--- src/rtl/rom_arb_if.sv ---
// Bus bundle between two ROM requesters and rom_arb; the lock pins exist only
// when ROM_ARB_LOCK_EN is defined.
interface rom_arb_if;
  logic       ra_req0;
  logic [3:0] ra_addr0;
  logic       ra_ack0;
  logic [7:0] ra_data0;
  logic       ra_req1;
  logic [3:0] ra_addr1;
  logic       ra_ack1;
  logic [7:0] ra_data1;
  logic [3:0] ra_romaddr;
  logic [7:0] ra_romdata;
  logic       ra_busy;
`ifdef ROM_ARB_LOCK_EN
  logic       ra_lock0;
  logic       ra_lock1;
`endif

  modport master (
    output ra_req0, ra_addr0, ra_req1, ra_addr1, ra_romdata,
    input  ra_ack0, ra_data0, ra_ack1, ra_data1, ra_romaddr, ra_busy
`ifdef ROM_ARB_LOCK_EN
    , output ra_lock0, ra_lock1
`endif
  );

  modport slave (
    input  ra_req0, ra_addr0, ra_req1, ra_addr1, ra_romdata,
    output ra_ack0, ra_data0, ra_ack1, ra_data1, ra_romaddr, ra_busy
`ifdef ROM_ARB_LOCK_EN
    , input ra_lock0, ra_lock1
`endif
  );
endinterface

--- src/rtl/rom_arb.sv ---
// Two-port round-robin arbiter in front of a shared 16x8 combinational ROM.
// Optional grant-hold (lock) feature enabled by defining ROM_ARB_LOCK_EN.
module rom_arb (
  input  logic      ra_clk,
  input  logic      ra_rst,
  rom_arb_if.slave  bus
);
  typedef enum logic {IDLE = 1'b0, SERVE = 1'b1} state_e;

  state_e     state_q, state_d;
  logic       sel_q, sel_d;
  logic       ptr_q, ptr_d;
  logic [3:0] addr_q, addr_d;
  logic       ack0_q, ack0_d, ack1_q, ack1_d;
  logic [7:0] data0_q, data0_d, data1_q, data1_d;
  logic       elig0, elig1, gnt_vld, gnt_port, hold_off;

`ifdef ROM_ARB_LOCK_EN
  logic [1:0] lcnt_q, lcnt_d;
  logic       lock_sel;
  assign lock_sel = sel_q ? bus.ra_lock1 : bus.ra_lock0;
  // A held pointer shows up as ptr == sel during the ack cycle; keep the other
  // port off for that one cycle so the locked port wins the following tie.
  assign hold_off = (ack0_q | ack1_q) & (ptr_q == sel_q);
`else
  assign hold_off = 1'b0;
`endif

  assign elig0    = bus.ra_req0 & ~ack0_q & ~(hold_off & sel_q);
  assign elig1    = bus.ra_req1 & ~ack1_q & ~(hold_off & ~sel_q);
  assign gnt_vld  = elig0 | elig1;
  assign gnt_port = (elig0 & elig1) ? ptr_q : elig1;

  always_ff @(posedge ra_clk) begin
    if (ra_rst) begin
      state_q <= IDLE;
      sel_q   <= 1'b0;
      ptr_q   <= 1'b0;
      addr_q  <= 4'h0;
      ack0_q  <= 1'b0;
      ack1_q  <= 1'b0;
      data0_q <= 8'h00;
      data1_q <= 8'h00;
`ifdef ROM_ARB_LOCK_EN
      lcnt_q  <= 2'd0;
`endif
    end else begin
      state_q <= state_d;
      sel_q   <= sel_d;
      ptr_q   <= ptr_d;
      addr_q  <= addr_d;
      ack0_q  <= ack0_d;
      ack1_q  <= ack1_d;
      data0_q <= data0_d;
      data1_q <= data1_d;
`ifdef ROM_ARB_LOCK_EN
      lcnt_q  <= lcnt_d;
`endif
    end
  end

  always_comb begin
    state_d = state_q;
    case (state_q)
      IDLE:    if (gnt_vld) state_d = SERVE;
      SERVE:   state_d = IDLE;
      default: state_d = IDLE;
    endcase
  end

  always_comb begin
    sel_d   = sel_q;
    ptr_d   = ptr_q;
    addr_d  = addr_q;
    ack0_d  = 1'b0;
    ack1_d  = 1'b0;
    data0_d = data0_q;
    data1_d = data1_q;
`ifdef ROM_ARB_LOCK_EN
    lcnt_d  = lcnt_q;
`endif
    if (state_q == IDLE && gnt_vld) begin
      addr_d = gnt_port ? bus.ra_addr1 : bus.ra_addr0;
      sel_d  = gnt_port;
      ptr_d  = ~gnt_port;
`ifdef ROM_ARB_LOCK_EN
      if (gnt_port != sel_q) lcnt_d = 2'd0;
`endif
    end
    if (state_q == SERVE) begin
      if (sel_q) begin
        data1_d = bus.ra_romdata;
        ack1_d  = 1'b1;
      end else begin
        data0_d = bus.ra_romdata;
        ack0_d  = 1'b1;
      end
`ifdef ROM_ARB_LOCK_EN
      // Fourth consecutive locked grant leaves ptr on the other port.
      if (!lock_sel) begin
        lcnt_d = 2'd0;
      end else if (lcnt_q == 2'd3) begin
        lcnt_d = 2'd0;
      end else begin
        lcnt_d = lcnt_q + 2'd1;
        ptr_d  = sel_q;
      end
`endif
    end
  end

  always_comb begin
    bus.ra_busy    = (state_q == SERVE);
    bus.ra_romaddr = (state_q == SERVE) ? addr_q : 4'h0;
  end

  assign bus.ra_ack0  = ack0_q;
  assign bus.ra_ack1  = ack1_q;
  assign bus.ra_data0 = data0_q;
  assign bus.ra_data1 = data1_q;
endmodule

--- src/flat_wrapper.sv ---
// flat-port wrapper written by rule: the top's interface ports become plain ports
module rom_arb_flat 
  (ra_clk, ra_rst, bus_ra_req0, bus_ra_addr0, bus_ra_req1, bus_ra_addr1, bus_ra_romdata, bus_ra_ack0, bus_ra_data0, bus_ra_ack1, bus_ra_data1, bus_ra_romaddr, bus_ra_busy);
  rom_arb_if bus_i ();
  input  logic ra_clk;
  input  logic ra_rst;
  input wire logic [$bits(bus_i.ra_req0)-1:0] bus_ra_req0;
  input wire logic [$bits(bus_i.ra_addr0)-1:0] bus_ra_addr0;
  input wire logic [$bits(bus_i.ra_req1)-1:0] bus_ra_req1;
  input wire logic [$bits(bus_i.ra_addr1)-1:0] bus_ra_addr1;
  input wire logic [$bits(bus_i.ra_romdata)-1:0] bus_ra_romdata;
  output wire logic [$bits(bus_i.ra_ack0)-1:0] bus_ra_ack0;
  output wire logic [$bits(bus_i.ra_data0)-1:0] bus_ra_data0;
  output wire logic [$bits(bus_i.ra_ack1)-1:0] bus_ra_ack1;
  output wire logic [$bits(bus_i.ra_data1)-1:0] bus_ra_data1;
  output wire logic [$bits(bus_i.ra_romaddr)-1:0] bus_ra_romaddr;
  output wire logic [$bits(bus_i.ra_busy)-1:0] bus_ra_busy;
  assign bus_i.ra_req0 = bus_ra_req0;
  assign bus_i.ra_addr0 = bus_ra_addr0;
  assign bus_i.ra_req1 = bus_ra_req1;
  assign bus_i.ra_addr1 = bus_ra_addr1;
  assign bus_i.ra_romdata = bus_ra_romdata;
  assign bus_ra_ack0 = bus_i.ra_ack0;
  assign bus_ra_data0 = bus_i.ra_data0;
  assign bus_ra_ack1 = bus_i.ra_ack1;
  assign bus_ra_data1 = bus_i.ra_data1;
  assign bus_ra_romaddr = bus_i.ra_romaddr;
  assign bus_ra_busy = bus_i.ra_busy;
  rom_arb u_core (.ra_clk(ra_clk), .ra_rst(ra_rst), .bus(bus_i));
endmodule
--- config.mk ---
export PLATFORM = sky130hd
export DESIGN_NAME = rom_arb_flat
export DESIGN_NICKNAME = d
export VERILOG_FILES = /design/src/rtl/rom_arb_if.sv /design/src/rtl/rom_arb.sv /design/src/flat_wrapper.sv
export SDC_FILE = /design/constraint.sdc
export NUM_CORES = 1
export LEC_CHECK = 0
export BUFFER_PORTS_ARGS = -buffer_cell sky130_fd_sc_hd__buf_4
export CORE_MARGIN = 2
export CORE_UTILIZATION = 41
export DETAILED_ROUTE_END_ITERATION = 10
export PLACE_DENSITY = 0.8
export SETUP_SLACK_MARGIN = 0.1
export SLEW_MARGIN = 20
export SYNTH_ARGS = -nofsm -noshare
export SYNTH_HDL_FRONTEND = slang
export SYNTH_SLANG_ARGS = --single-unit
--- constraint.sdc ---
create_clock -name ra_clk -period 1 [get_ports ra_clk]
set_input_delay 0.15 -clock ra_clk [delete_from_list [all_inputs] [get_ports ra_clk]]
set_output_delay 0.15 -clock ra_clk [all_outputs]
set_load 0.01 [all_outputs]
# --- Word-level counts from Yosys, hierarchy flattened ---
# Index checks and enable logic that the tools add are counted.
# Widths: inputs -> output; s select.
op_classes:
  n_mux: 7
  n_bitwise: 9
  n_reduce_logical: 4
ops:
  columns: ["op", "n"]
  rows:
  - ["$mux 4", 2]
  - ["$not 1->1", 5]
  - ["$mux 1", 4]
  - ["$reduce_and 2->1", 2]
  - ["$and 1x1->1", 3]
  - ["$pmux 1 s2", 1]
  - ["$reduce_or 2->1", 1]
  - ["$logic_and 1x1->1", 1]
  - ["$or 1x1->1", 1]
word_totals:
  register_bits: 25
  inputBits: 20
  out_inout_bits: 23
  word_cells: 28

# --- Longest topological paths before layout ---
# Gate-level depths: netlist of the first run.
logic_depth:
  word_depth: 5
  ltp_mapped: 5

# --- Least setup slack after synthesis of the first run ---
# OpenSTA, ideal clock, no wires.
synth_path:
  kind: "flip-flop to output port"
  from: "register u_core.state_q, in the netlist u_core.bus.ra_busy"
  to: "output bus_ra_romaddr[0]"
  arrival_time_ns: 0.984
  required_time_ns: 0.850
  path_slack_ns: -0.134
  path_stages_with_launch: 4
  path_buffers: 2
  cell_sequence: "dfxtp_1 -> buf_2 -> clkbuf_1 -> and2_1"
synth_between:
  elab_chain_len: 1
synth_rtl:
  columns: ["element", "line_no", "source"]
  rows:
  - ["start: declaration", "rom_arb.sv:10", "state_e state_q, state_d;"]
  - ["start signal: assignment", "rom_arb.sv:48", "state_q <= state_d;"]
  - ["$mux 4", "rom_arb.sv:114", "bus.ra_romaddr = (state_q == SERVE) ? addr_q : 4'h0;"]
  - ["end: declaration", "flat_wrapper.sv:16", "output wire logic [$bits(bus_i.ra_romaddr)-1:0] bus_ra_romaddr;"]
# Every way passes these cells.

# --- Final worst setup path of the first run ---
# Same ends and word-level chain as after synthesis.

==> results of run 1 <==
[metrics by stage]
stage	hold slack [ps]	cell area [µm²]	worst slack [ps]
floorplan	293	1060	-109
global placement	415	1460	-103
detailed placement	425	1460	-147
CTS	73.3	1680	-219
global route	63.7	1840	-262
finish	69.3	1840	-222
[logic make-up after synthesis]
group / count (synthesis) / synth area share
AO/OA/AOI/OAI: 26 / 0.176
flip-flops: 25 / 0.493
AND/OR/NAND/NOR: 58 / 0.285
buffers and inverters: 9 / 0.0456
[power by group]
part / internal [mW] / total (mW) / switching [mW]
combinational: 0.339 / 0.602 / 0.263
sequential: 1.06 / 1.12 / 0.0636
clock: 0.156 / 0.459 / 0.302
[cell usage after synthesis]
| library cell | count |
|---|---|
| nand3_1 | 8 |
| a21oi_1 | 16 |
| buf_1 | 2 |
| dfxtp_1 | 25 |
| clkbuf_1 | 2 |
| nor2b_1 | 3 |
| o21ba_1 | 1 |
| nand2b_1 | 1 |
| nor2_1 | 4 |
| nor3b_2 | 1 |
| nor2_2 | 4 |
| buf_2 | 4 |
| nor3_1 | 2 |
| a311oi_2 | 4 |
| buf_6 | 1 |
| nand2b_4 | 2 |
| a21oi_2 | 1 |
| and2_1 | 4 |
| nand2_1 | 29 |
| o21ai_0 | 4 |
[worst register-to-register path: cells and delay by family (launching register included)]
family / cells / cell delay, ps
AOI/OAI and AO/OA: 2 / 380
and+or+nand+nor: 2 / 220
DFF: 1 / 350
buffers and inverters: 1 / 160
[cell type report]
type | instances | area, µm²
Clock buffer | 4 | 26.3
Fill cell | 145 | 569
Multi-Input combinational cell | 85 | 639
Sequential cell | 25 | 536
Tap cell | 30 | 37.5
Timing Repair Buffer | 63 | 602
[what timing repair did]
action	CTS	global route
resized for setup	58	29
buffers inserted	1	7
hold endpoints to repair	0	0
pin swaps	3	13
setup endpoints to repair	47	47
cloned	0	1
[sequential cells by signal, indices dropped and copies added, names as in the netlist]
name / count
u_core.addr_q: 4
u_core.bus.ra_ack0: 1
u_core.bus.ra_ack1: 1
u_core.bus.ra_busy: 1
u_core.bus.ra_data0: 8
u_core.bus.ra_data1: 8
u_core.ptr_q: 1
u_core.sel_q: 1
[worst max-delay path by stage]
stage	end	start	depth (start not counted)	slack [ps]
2_1_floorplan	u_core.addr_q[3]	u_core.bus.ra_ack1	5	-110
3_3_place_gp	u_core.addr_q[1]	bus_ra_req0	5	-100
6_report	bus_ra_romaddr[0]	u_core.bus.ra_busy	3	-220
4_1_cts	bus_ra_romaddr[1]	u_core.bus.ra_busy	3	-220
3_5_place_dp	u_core.addr_q[2]	u_core.bus.ra_ack0	5	-150
5_1_grt	bus_ra_romaddr[1]	u_core.bus.ra_busy	3	-260
[layer usage]
metal / GRT usage / vias to the layer above / share of wire
met5: 0 / - / 0
met4: 0.0513 / 0 / 0.0090
met3: 0.0389 / 3 / 0.073
met2: 0.352 / 45 / 0.52
met1: 0.223 / 476 / 0.40
li1: - / 514 / -
==> qor.csv, run 1 <==
stage,metric,value,unit
status,outcome,"complete, but fails checks",
status,failing checks,setup timing,
synth,Unique masters post-synth,20,
drt,final wirelength,2990,µm
drt,Post-DRT Antenna Nets,0,
drt,router iterations before antenna repair,4,
floorplan,die area,2890,µm²
critical_path,Setup CP Type,flop to output port,
critical_path,r2r startpoint,u_core.bus.ra_ack1,
finish,"commonest non-fill, non-tap cell in the layout",buf_4,
hold_path,Hold Path Depth,3,
finish,ANT cells,0,
drt,vias per cell,5.01,
sta,Max Freq,0.819,GHz
sta,Period minus WS final,1220,ps
sta,worst slew pin tran,347,ps
placed_design,input/output buffers,42,
synth,Mean Syn Cell Area,8.60,µm²
clocking,"Reg clk slew, reported paths",140,ps
sta,unrepaired setup endpoints after global routing,true,
synth,top-area cell type share of the netlist area,0.493,
power,Leakage Power,0.755,nW
synth,"Seq/Total Area, Yosys",0.493,
placed_design,Final GP Congestion,0.712,
drt,DRC,0,
power,P per Cell Area,1190,nW/µm²
finish,Syn-to-layout area delta,81.4,%
grt,grt ovf,0,
drt,Vias,1038,
synth,synthesized area,1010,µm²
run,maxcap violations,0,
sta,relative slew slack,0.769,
critical_path,R2R depth,5,
synth,"area leader, netlist",dfxtp_1,
clocking,hold_buf cts,0,
power,VDD IR-drop max,0.984,mV
synth,"flops & latches, synth",25,
critical_path,CP Data Required Time,850,ps
critical_path,CP peak stage delay,370,ps
grt,total track usage,0.192,
sta,clk_skew,5.32,ps
grt,initial antenna violation count,0,
clocking,CTS Buf Count,3,
critical_path,"Buf+Inv Stages, Crit Path",2,
synth,Synth area leaders,"dfxtp_1 (49%), nand2_1 (11%), a21oi_1 (7.9%)",
floorplan,die height,53.8,µm
critical_path,r2r endpoint,u_core.addr_q[2],
sta,final hold violations,0,
floorplan,CORE AREA,2410,µm²
sta,Final WS setup,-222,ps
floorplan,site row count,18,
finish,final net count,198,
floorplan,Chip Width,53.8,µm
critical_path,"delay-heaviest family, CP",flip-flops,
drt,Routed wire per std cell,14.4,µm
critical_path,crit path cell chain,buf_6 -> and2_4 -> buf_6,
clocking,H-tree levels,1,
grt,largest net degree at the start of global routing,26,
grt,first-pass GRT wire length,4080,µm
hold_path,WHS Endpoint,u_core.bus.ra_data0[6],
clocking,clk sinks,25,
critical_path,WP data arrival,1070,ps
sta,TNS Setup,-2970,ps
drt,DR iter-0 viols,15,
sta,# setup viols final,29,
hold_path,worst hold path type,input port to flop,
synth,Post-Syn Instances,118,
power,Design Power,2.18,mW
clocking,clk_lat worst skew,320,ps
synth,Mapped Nets,138,
critical_path,slowest cell on the critical path,dfxtp_4,
critical_path,Worst path most repeated cell,buf_6,
critical_path,Worst Setup End Kind,output port,
critical_path,CP Max Fanout,4,
finish,Finished Layout Cells,207,
critical_path,Worst setup SP type,flop,
clocking,CTS tree,yes,
finish,final core occ,0.764,
floorplan,Starting Density,0.421,
hold_path,hold wc startpoint,bus_ra_romdata[6],
clocking,Clock Root Buffer,clkbuf_4,
synth,"Warnings, synthesis",0,
critical_path,Register-to-Register Setup Slack,-190,ps
sta,period utilization,1.22,
placed_design,DP Cell Count,194,
sta,Pins Over Slew Limit,0,
placed_design,Detailed Place HPWL,1900,µm
finish,"commonest non-fill, non-tap cells in the layout","buf_4 (32), buf_6 (29), nand2_1 (21)",
grt,vias in the first global route,955,
floorplan,number of top-level design ports,43,
clocking,buffer levels on the longest clock path,2,
finish,layout cells sized above 1,0.712,
No activity file was read; power rests on OpenSTA's default activity.
==> run 2, diff against run 1 <==
CORE_ASPECT_RATIO = 1.4   (was default)
RECOVER_POWER = 50   (was default)
==> run 2 against run 1 <==
The flow still finishes with violations (setup timing). Hold slack gained 2.2 ps. Worst setup slack got worse by 22 ps. Routed wire length is 5.8% higher. Clock skew fell by 4.4 ps. First-iteration DRC count did not move. Largest power group unchanged. Cell count is 2.9% lower. Power is 3.0% higher. Fmax fell by 1.8%. Largest cell class is now buffers. Sequential power is essentially flat. Register-to-register slack lost 50 ps. Non-clock buffer count increased by 1. Via count is 2.1% higher.
==> qor.csv, run 2 (synthesis gave the netlist of run 1 again) <==
stage,metric,value,unit,change
status,outcome,"complete, but fails checks",,unchanged
status,failing checks,setup timing,,unchanged
floorplan,CORE AREA,2360,µm²,was 2410 µm²
finish,final core occ,0.778,,was 0.764
finish,ANT cells,0,,unchanged
finish,Finished Layout Cells,201,,was 207
finish,Syn-to-layout area delta,81.4,%,unchanged
clocking,hold_buf cts,0,,unchanged
sta,# setup viols final,28,,was 29
sta,period utilization,1.24,,was 1.22
grt,met3 global-route usage,0.0347,,was 0.0389
sta,Max Freq,0.804,GHz,was 0.819 GHz
placed_design,DP Cell Count,185,,was 194
critical_path,CP Data Required Time,1240,ps,was 850 ps
grt,largest net degree at the start of global routing,26,,unchanged
sta,relative slew slack,0.778,,was 0.769
hold_path,worst hold path type,input port to flop,,unchanged
finish,"commonest non-fill, non-tap cell in the layout",buf_6,,was buf_4
placed_design,Final GP Congestion,0.764,,was 0.712
drt,DR iter-0 viols,15,,unchanged
floorplan,site row count,21,,was 18
finish,Layout fillers,152,,was 145
floorplan,die area,2890,µm²,about the same
sta,TNS Setup,-2880,ps,was -2970 ps
drt,final wirelength,3160,µm,was 2990 µm
critical_path,Worst Setup End Kind,flop,,was output port
sta,clk_skew,0.953,ps,was 5.32 ps
grt,initial antenna violation count,0,,unchanged
drt,Post-DRT Antenna Nets,0,,unchanged
placed_design,Detailed Place HPWL,1870,µm,was 1900 µm
floorplan,die height,62.9,µm,was 53.8 µm
power,Leakage Power,0.754,nW,was 0.755 nW
clocking,buffer levels on the longest clock path,2,,unchanged
clocking,clk_lat worst skew,320,ps,about the same
grt,GRT busiest layer,met2,,unchanged
critical_path,WP data arrival,1480,ps,was 1070 ps
grt,vias in the first global route,1031,,was 955
floorplan,number of top-level design ports,43,,unchanged
drt,Vias,1060,,was 1038
grt,grt ovf,0,,unchanged
clocking,Clock Root Buffer,clkbuf_4,,unchanged
run,maxcap violations,0,,unchanged
sta,Final WS setup,-244,ps,was -222 ps
critical_path,CP Max Fanout,5,,was 4
grt,first-pass GRT wire length,4650,µm,was 4080 µm
drt,DRC,0,,unchanged
sta,final hold violations,0,,unchanged
sta,unrepaired setup endpoints after global routing,true,,unchanged
sta,Pins Over Slew Limit,0,,unchanged
drt,vias per cell,5.27,,was 5.01
finish,final net count,199,,was 198
placed_design,input/output buffers,42,,unchanged
clocking,CTS Buf Count,3,,unchanged
drt,router iterations before antenna repair,4,,unchanged
power,VDD IR-drop max,0.846,mV,was 0.984 mV
clocking,"Reg clk slew, reported paths",130,ps,was 140 ps
sta,worst slew pin tran,333,ps,was 347 ps
critical_path,Setup CP Type,flop to flop,,was flop to output port
floorplan,Chip Width,46.0,µm,was 53.8 µm
power,P per Cell Area,1220,nW/µm²,was 1190 nW/µm²
grt,GRT met1 Usage,0.246,,was 0.223
critical_path,Worst setup SP type,flop,,unchanged
floorplan,Starting Density,0.429,,was 0.421
grt,total track usage,0.213,,was 0.192
clocking,clk sinks,25,,unchanged
placed_design,DP Worst Slack,-153,ps,was -147 ps
sta,Period minus WS final,1240,ps,was 1220 ps
drt,Routed wire per std cell,15.7,µm,was 14.4 µm
clocking,H-tree levels,1,,unchanged
finish,layout cells sized above 1,0.708,,was 0.712
clocking,CTS tree,yes,,unchanged
finish,"commonest non-fill, non-tap cells in the layout","buf_6 (32), buf_4 (30), nand2_1 (23)",,"was buf_4 (32), buf_6 (29), nand2_1 (21)"
grt,met2 Usage GRT,0.373,,was 0.352
power,Design Power,2.25,mW,was 2.18 mW
## run 2: cell types whose count changed in the layout (fill, tap and decap cells not counted), sizes merged
cell	before	now
buf	63	64
nand2b	3	4
nand2	30	29
## run 2: layer usage
metal	wire length, µm	up-vias
met1	1210	495
li1	-	513
met3	149	6
met2	1740	46
met4	52	0
met5	0	-
## run 2: final timing paths
check             slack [ps]              startpoint                      to  cells after the start
setup reg to reg        -240      u_core.bus.ra_busy        u_core.addr_q[1]                      5
setup / recovery        -240      u_core.bus.ra_busy        u_core.addr_q[1]                      5
hold / removal            70       bus_ra_romdata[7]  u_core.bus.ra_data0[7]                      3
hold reg to reg          470  u_core.bus.ra_data1[2]  u_core.bus.ra_data1[2]                      2
## run 2: area by class of cell
cell class	count	area, µm²	area share
Clock buffer	4	26.3	0.0143
Sequential cell	25	529	0.288
Tap cell	23	28.8	0.0156
Timing Repair Buffer	64	633	0.344
Multi-Input combinational cell	85	623	0.339
## run 2: through the flow
step           hold slack, ps  instance area (µm²)
2_1_floorplan             293                 1060
5_1_grt                  52.8                 1840
3_5_place_dp              424                 1440
4_1_cts                  75.2                 1750
6_report                 71.5                 1840
3_3_place_gp              413                 1440
## run 2: where the power goes
part / leakage, nW / internal, mW / switching [mW] / total (mW)
combinational: 0.525 / 0.379 / 0.289 / 0.668
sequential: 0.214 / 1.06 / 0.0617 / 1.12
clock: 0.0150 / 0.156 / 0.298 / 0.454
## run 2: critical path, cell delays in order (launching register included)
cell and delay, ps:
dfxtp_4 380, buf_4 170, a21oi_4 190, buf_12 170, nor2_4 40, a311oi_2 200
## run 2: repair_timing
action,CTS,global route
setup buffers,6,4
setup endpoints to repair,47,47
cloned,2,0
resized for setup,64,19
pin swaps,4,4
